[src/rtl/dmem_responder.sv]
// dmem_responder: memory-side responder for the M-stage data port.
//
// Holds a word-addressed data RAM, a three-word read-only MMIO status
// window and a store monitor that judges the self-check program.
//
// Ports:
//   clk, reset             posedge clock, asynchronous active-high reset
//   MemWriteM              store strobe (one store per asserted cycle)
//   DataAdrM[31:0]         byte address, bits [1:0] ignored
//   WriteDataM[31:0]       store data
//   ByteEnM[3:0]           per-byte write enable
//   ReadDataM[31:0]        combinational load data
//   done / pass / fail     monitor verdict, registered
//   err_oob                sticky: a store hit an unmapped address
//
// Build option: define DMEM_MONITOR_STRICT_EN to make any store other than
// to PASS_ADDR / IGNORE_ADDR fail the monitor while it is still running.
//
// MMIO window (read-only, writes dropped):
//   +0 {30'b0, pass, done}   +4 {16'b0, store_count}   +8 cycle_count
module dmem_responder #(
  parameter int unsigned DEPTH_WORDS = 64,
  parameter logic [31:0] PASS_ADDR   = 32'd100,
  parameter logic [31:0] PASS_VALUE  = 32'd25,
  parameter logic [31:0] IGNORE_ADDR = 32'd96,
  parameter logic [31:0] MMIO_BASE   = 32'h0000_1000
) (
  input  logic        clk,
  input  logic        reset,
  input  logic        MemWriteM,
  input  logic [31:0] DataAdrM,
  input  logic [31:0] WriteDataM,
  input  logic [3:0]  ByteEnM,
  output logic [31:0] ReadDataM,
  output logic        done,
  output logic        pass,
  output logic        fail,
  output logic        err_oob
);

  localparam int unsigned AW         = $clog2(DEPTH_WORDS);
  localparam logic [29:0] RAM_WORDS  = 30'(DEPTH_WORDS);
  localparam logic [29:0] MMIO_WBASE = MMIO_BASE[31:2];
  localparam logic [29:0] PASS_W     = PASS_ADDR[31:2];
  localparam logic [29:0] IGNORE_W   = IGNORE_ADDR[31:2];

  typedef enum logic [1:0] {
    ST_RUN,
    ST_PASS,
    ST_FAIL
  } state_e;

  state_e      state_q, state_d;
  logic        done_q, done_d;
  logic        pass_q, pass_d;
  logic        fail_q, fail_d;
  logic        err_oob_q, err_oob_d;
  logic [15:0] store_count_q, store_count_d;
  logic [31:0] cycle_count_q, cycle_count_d;

  logic [31:0] ram_q [DEPTH_WORDS];
  logic [31:0] ram_wdata_d;
  logic        ram_we;

  logic [29:0]   adr_w;
  logic [29:0]   mmio_off;
  logic          ram_hit;
  logic          mmio_hit;
  logic [AW-1:0] ram_idx;
  logic          adr_lsb_unused;

  // Address decode works on the word address only.
  assign adr_w          = DataAdrM[31:2];
  assign adr_lsb_unused = ^DataAdrM[1:0];
  // Wrapping subtraction: addresses below the base land far above 3.
  assign mmio_off       = adr_w - MMIO_WBASE;
  assign ram_hit        = (adr_w < RAM_WORDS);
  assign mmio_hit       = (mmio_off < 30'd3);
  assign ram_idx        = DataAdrM[AW+1:2];
  assign ram_we         = MemWriteM && ram_hit;

  // Byte-merge of the store into the addressed word.
  always_comb begin
    ram_wdata_d = ram_q[ram_idx];
    for (int unsigned i = 0; i < 4; i++) begin
      if (ByteEnM[i]) begin
        ram_wdata_d[8*i +: 8] = WriteDataM[8*i +: 8];
      end
    end
  end

  // Contents are never cleared; reset only blocks a store that coincides
  // with reset being asserted.
  always_ff @(posedge clk or posedge reset) begin
    if (reset) begin
    end else if (ram_we) begin
      ram_q[ram_idx] <= ram_wdata_d;
    end
  end

  // Combinational load path.
  always_comb begin
    ReadDataM = '0;
    if (ram_hit) begin
      ReadDataM = ram_q[ram_idx];
    end else if (mmio_hit) begin
      case (mmio_off[1:0])
        2'd0:    ReadDataM = {30'b0, pass_q, done_q};
        2'd1:    ReadDataM = {16'b0, store_count_q};
        default: ReadDataM = cycle_count_q;
      endcase
    end
  end

  // Store monitor: next state and registered verdict outputs.
  always_comb begin
    state_d = state_q;
    if (state_q == ST_RUN && MemWriteM) begin
      if (adr_w == PASS_W) begin
        if (ByteEnM == 4'hF && WriteDataM == PASS_VALUE) begin
          state_d = ST_PASS;
        end else begin
          state_d = ST_FAIL;
        end
      end else if (adr_w == IGNORE_W) begin
        state_d = ST_RUN;
      end else begin
`ifdef DMEM_MONITOR_STRICT_EN
        state_d = ST_FAIL;
`else
        state_d = ST_RUN;
`endif
      end
    end
    done_d = (state_d != ST_RUN);
    pass_d = (state_d == ST_PASS);
    fail_d = (state_d == ST_FAIL);
  end

  // Counters and the sticky out-of-bounds flag.
  always_comb begin
    store_count_d = store_count_q;
    if (MemWriteM && store_count_q != '1) begin
      store_count_d = store_count_q + 16'd1;
    end
    cycle_count_d = cycle_count_q;
    if (state_q == ST_RUN) begin
      cycle_count_d = cycle_count_q + 32'd1;
    end
    err_oob_d = err_oob_q | (MemWriteM & ~ram_hit & ~mmio_hit);
  end

  always_ff @(posedge clk or posedge reset) begin
    if (reset) begin
      state_q       <= ST_RUN;
      done_q        <= 1'b0;
      pass_q        <= 1'b0;
      fail_q        <= 1'b0;
      err_oob_q     <= 1'b0;
      store_count_q <= '0;
      cycle_count_q <= '0;
    end else begin
      state_q       <= state_d;
      done_q        <= done_d;
      pass_q        <= pass_d;
      fail_q        <= fail_d;
      err_oob_q     <= err_oob_d;
      store_count_q <= store_count_d;
      cycle_count_q <= cycle_count_d;
    end
  end

  assign done    = done_q;
  assign pass    = pass_q;
  assign fail    = fail_q;
  assign err_oob = err_oob_q;

endmodule
[config.mk]
export PLATFORM = sky130hd
export DESIGN_NAME = dmem_responder
export DESIGN_NICKNAME = d
export VERILOG_FILES = /design/src/rtl/dmem_responder.sv
export SDC_FILE = /design/constraint.sdc
export NUM_CORES = 2
export LEC_CHECK = 0
export BUFFER_PORTS_ARGS = -buffer_cell sky130_fd_sc_hd__buf_2
export CORE_UTILIZATION = 67
export DETAILED_ROUTE_END_ITERATION = 10
export MAX_ROUTING_LAYER = met4
export PLACE_DENSITY_LB_ADDON = 0.15
export SYNTH_ARGS = -nofsm -noshare
export SYNTH_HDL_FRONTEND = slang
export SYNTH_SLANG_ARGS = --single-unit
[constraint.sdc]
create_clock -name clk -period 8.7 [get_ports clk]
set_input_delay 0.435 -clock clk [delete_from_list [all_inputs] [get_ports clk]]
set_output_delay 0.435 -clock clk [all_outputs]
set_load 0.1 [all_outputs]
==> impl_metrics.env <==
export IMPL_total_power_mw=20.81
export IMPL_syn_nets=3745
export IMPL_cp_slowest_cell="and4_1"
export IMPL_p_leak_nw=28.49
export IMPL_ios=107
export IMPL_setup_viol=0
export IMPL_die_w_um=349.8
export IMPL_htreeDepth=4
export IMPL_synth_seq_area_share_pct=77.57
export IMPL_final_net_count=3984
export IMPL_via_per_inst=7.606
export IMPL_antenna_found_initial=9
export IMPL_clk_pin_slew_ns=0.06
export IMPL_postPlaceCellArea_um2=84600
export IMPL_grt_pass1_wl_um=322500
export IMPL_drc_errors=0
export IMPL_yosys_most_used_dff="edfxtp_1"
export IMPL_ant_nets=0
export IMPL_min_from="WriteDataM[1]"
export IMPL_synthCells=3672
export IMPL_max_cap_violations=0
export IMPL_multiInputGateArea_um2=17990
export IMPL_firstDrtPassIters=6
export IMPL_ys_warnings_count=0
export IMPL_grt_max_degree=137
export IMPL_crit_path_start_kind="primary input"
export IMPL_min_to="state_q[1]"
export IMPL_fin_util_pct=75.64
export IMPL_reg2reg_slack_ns=5.28
export IMPL_setup_tns_final_ns=0
export IMPL_grt_ovfl_total=0
export IMPL_drive_above_1_share_pct=28.15
export IMPL_worstSetupPathType="in -> out"
export IMPL_status="finished clean"
export IMPL_wire_per_inst_um=41.10
export IMPL_clock_fmax_mhz=189.9
export IMPL_grt_util_all_layers_pct=40.29
export IMPL_holdPathStages=5
export IMPL_clock_latency_ns=0.83
export IMPL_syn_to_final_growth_pct=12.00
export IMPL_synth_cell_type_count=74
export IMPL_hold_viol_final=0
export IMPL_relSlewSlack_pct=3.879
export IMPL_dieHeight_um=349.8
export IMPL_syn_area_um2=81030
export IMPL_post_synth_cell_area_avg_um2=22.07
export IMPL_port_buffer_count=104
export IMPL_rows=127
export IMPL_hold_class="in -> reg"
export IMPL_rsz0062_at_grt="false"
export IMPL_yosysTopAreaCellShare_pct=75.90
export IMPL_initial_utilization_pct=67.54
export IMPL_post_cts_buffers=0
export IMPL_endpoint_kind="output port"
export IMPL_period_share_pct=60.52
export IMPL_wirelength_um=233900
export IMPL_rr_endpoint="ram_q[41][30]"
export IMPL_yosys_area_top_type="edfxtp_1"
export IMPL_cp_max_fo=27
export IMPL_r2r_start="ram_q[15][30]"
export IMPL_grt_pass1_vias=42920
export IMPL_slowest_delay_ns=0.79
export IMPL_fin_area_um2=90750
export IMPL_p_per_area_nw_per_um2=229.3
export IMPL_path_cells="buf_2 > buf_4 > clkinv_1 > and4_1 > buf_4 > a22oi_1 > nand4_1 > nor2_1 > o2bb2ai_1 > buf_2"
export IMPL_synth_seq_cells=2102
export IMPL_cts_tree="yes"
export IMPL_worstPathArrival_ns=4.83
export IMPL_numCtsBuffers=198
export IMPL_async_flop_share_pct=2.569
export IMPL_slew_violations=0
export IMPL_drtIter0Drc=7657
export IMPL_worst_pin_slew_ns=1.439
export IMPL_cts_max_path_buffers=3
export IMPL_clock_sinks=2102
export IMPL_regArea_um2=62850
export IMPL_gp_congestion=0.9444
export IMPL_ir_drop_v=0.0002280
export IMPL_skew_ns=0.03754
export IMPL_synth_edff_count=2048
export IMPL_die_area_um2=122300
export IMPL_ys_top_cells_by_area="edfxtp_1 (76%), mux4_2 (14%), a22oi_1 (2.1%)"
export IMPL_dpl_hpwl_um=119500
export IMPL_ctsResizeCount=0
export IMPL_worstPathRequired_ns=8.27
export IMPL_nFillCells=6123
export IMPL_cts_root_buf="clkbuf_16"
export IMPL_vias=43290
export IMPL_holdWs_ns=0.1084
export IMPL_period_needed_ns=5.265
export IMPL_reg2reg_depth=6
export IMPL_core_um2=120000
-- worst max-delay path: cells and delay by family --
kind            cells  cell delay (ns)
compound gates      2             0.53
buf+inv             5             2.14
simple gates        3             1.69
-- worst max path at each step --
stage / cells after the start / end / from
global route: 10 / ReadDataM[13] / DataAdrM[4]
CTS: 10 / ReadDataM[17] / DataAdrM[6]
detailed placement: 10 / ram_q[11][22] / DataAdrM[4]
floorplan: 9 / ram_q[0][25] / DataAdrM[2]
global placement: 10 / ram_q[14][22] / DataAdrM[4]
finish: 10 / ReadDataM[17] / DataAdrM[6]
-- logic make-up (layout without fill, tap and decap cells) --
family | after synthesis | count (layout) | share of synthesized area [%]
buffers and inverters | 229 | 631 | 1.393
XOR/XNOR | 47 | 47 | 0.5080
AND/OR/NAND/NOR | 401 | 401 | 2.687
adder cells (fa/ha/maj) | 2 | 2 | 0.03088
multiplexers | 561 | 561 | 14.81
flip-flops | 2102 | 2102 | 77.57
other | 0 | 5 | 0
AO/OA/AOI/OAI | 330 | 330 | 3.002
-- Yosys cell counts, types with 3 or more instances --
master	n
edfxtp_1	2048
nand3_1	25
nor3b_1	4
nor3_2	6
or3_1	9
nor3_1	29
buf_4	26
a22o_1	4
nand2b_1	5
clkbuf_1	94
and3_1	18
mux4_2	510
buf_1	12
and4_1	5
a21oi_1	35
buf_6	12
dfrtp_1	54
nand4_1	53
a221oi_1	5
nor2b_1	3
mux2i_1	47
inv_1	30
o2bb2ai_1	13
nor4b_2	3
o21ai_0	4
nand3b_1	3
xnor2_1	31
buf_2	52
and2_1	6
nor2_2	3
nor4_1	11
or2_2	3
mux2_2	4
a22oi_1	227
nand2_1	60
nor2_1	127
a41oi_1	7
nand2_2	5
xor2_1	16
o22ai_1	16
-- power by group --
part | switching [mW] | internal [mW] | leakage [nW]
combinational | 0.808 | 0.345 | 6.36
sequential | 0.0251 | 11.4 | 19.1
clock | 3.67 | 4.61 | 3.00
total | 4.50 | 16.3 | 28.5
-- layer usage --
| layer | wire (um) | global-route usage [%] | share of wire [%] |
|---|---|---|---|
| met3 | 36170 | 12.84 | 15 |
| met2 | 107200 | 58.39 | 46 |
| met1 | 75540 | 51.48 | 32 |
| met4 | 14980 | 21.71 | 6.4 |
| met5 | 0 | - | 0 |
-- state kept, by name, summed over array words and instances (netlist names) --
| signal | cells |
|---|---|
| done | 1 |
| state_q | 2 |
| fail | 1 |
| cycle_count_q | 32 |
| ram_q | 2048 |
| store_count_q | 16 |
| err_oob | 1 |
| pass | 1 |
-- cells in the final DEF, fill, tap and decap left out, types with 51 or more instances in the layout --
master	Yosys	routed
a22oi_1	227	227
buf_2	52	101
buf_4	26	123
clkbuf_1	94	51
clkbuf_16	0	204
clkinv_1	2	59
dfrtp_1	54	54
edfxtp_1	2048	2048
mux4_2	510	510
nand2_1	60	60
nand4_1	53	53
nor2_1	127	60
nor2_4	1	67
-- through the flow --
stage / cells / setup slack (ns)
2_1_floorplan: 3672 / 3.385
3_3_place_gp: 5321 / 3.636
3_5_place_dp: 5321 / 3.454
4_1_cts: 5686 / 3.638
5_1_grt: 5691 / 3.442
6_report: 5691 / 3.435
-- area by class of cell --
cell class	count	share of cell area, %
tap	1612	2.223
sequential	2102	69.26
multi-input combinational	1341	19.83
antenna	5	0.01379
clock buffer	255	5.836
timing repair buffer	236	1.806
clock inverter	108	0.9031
inverter	32	0.1324
-- repair_timing --
action / in CTS / in global routing
endpoints found under the setup margin: 0 / 0
hold endpoints to repair: 55 / 0
hold buffers: 2 / 0
Note: power is estimated with default switching activity, not from simulation.
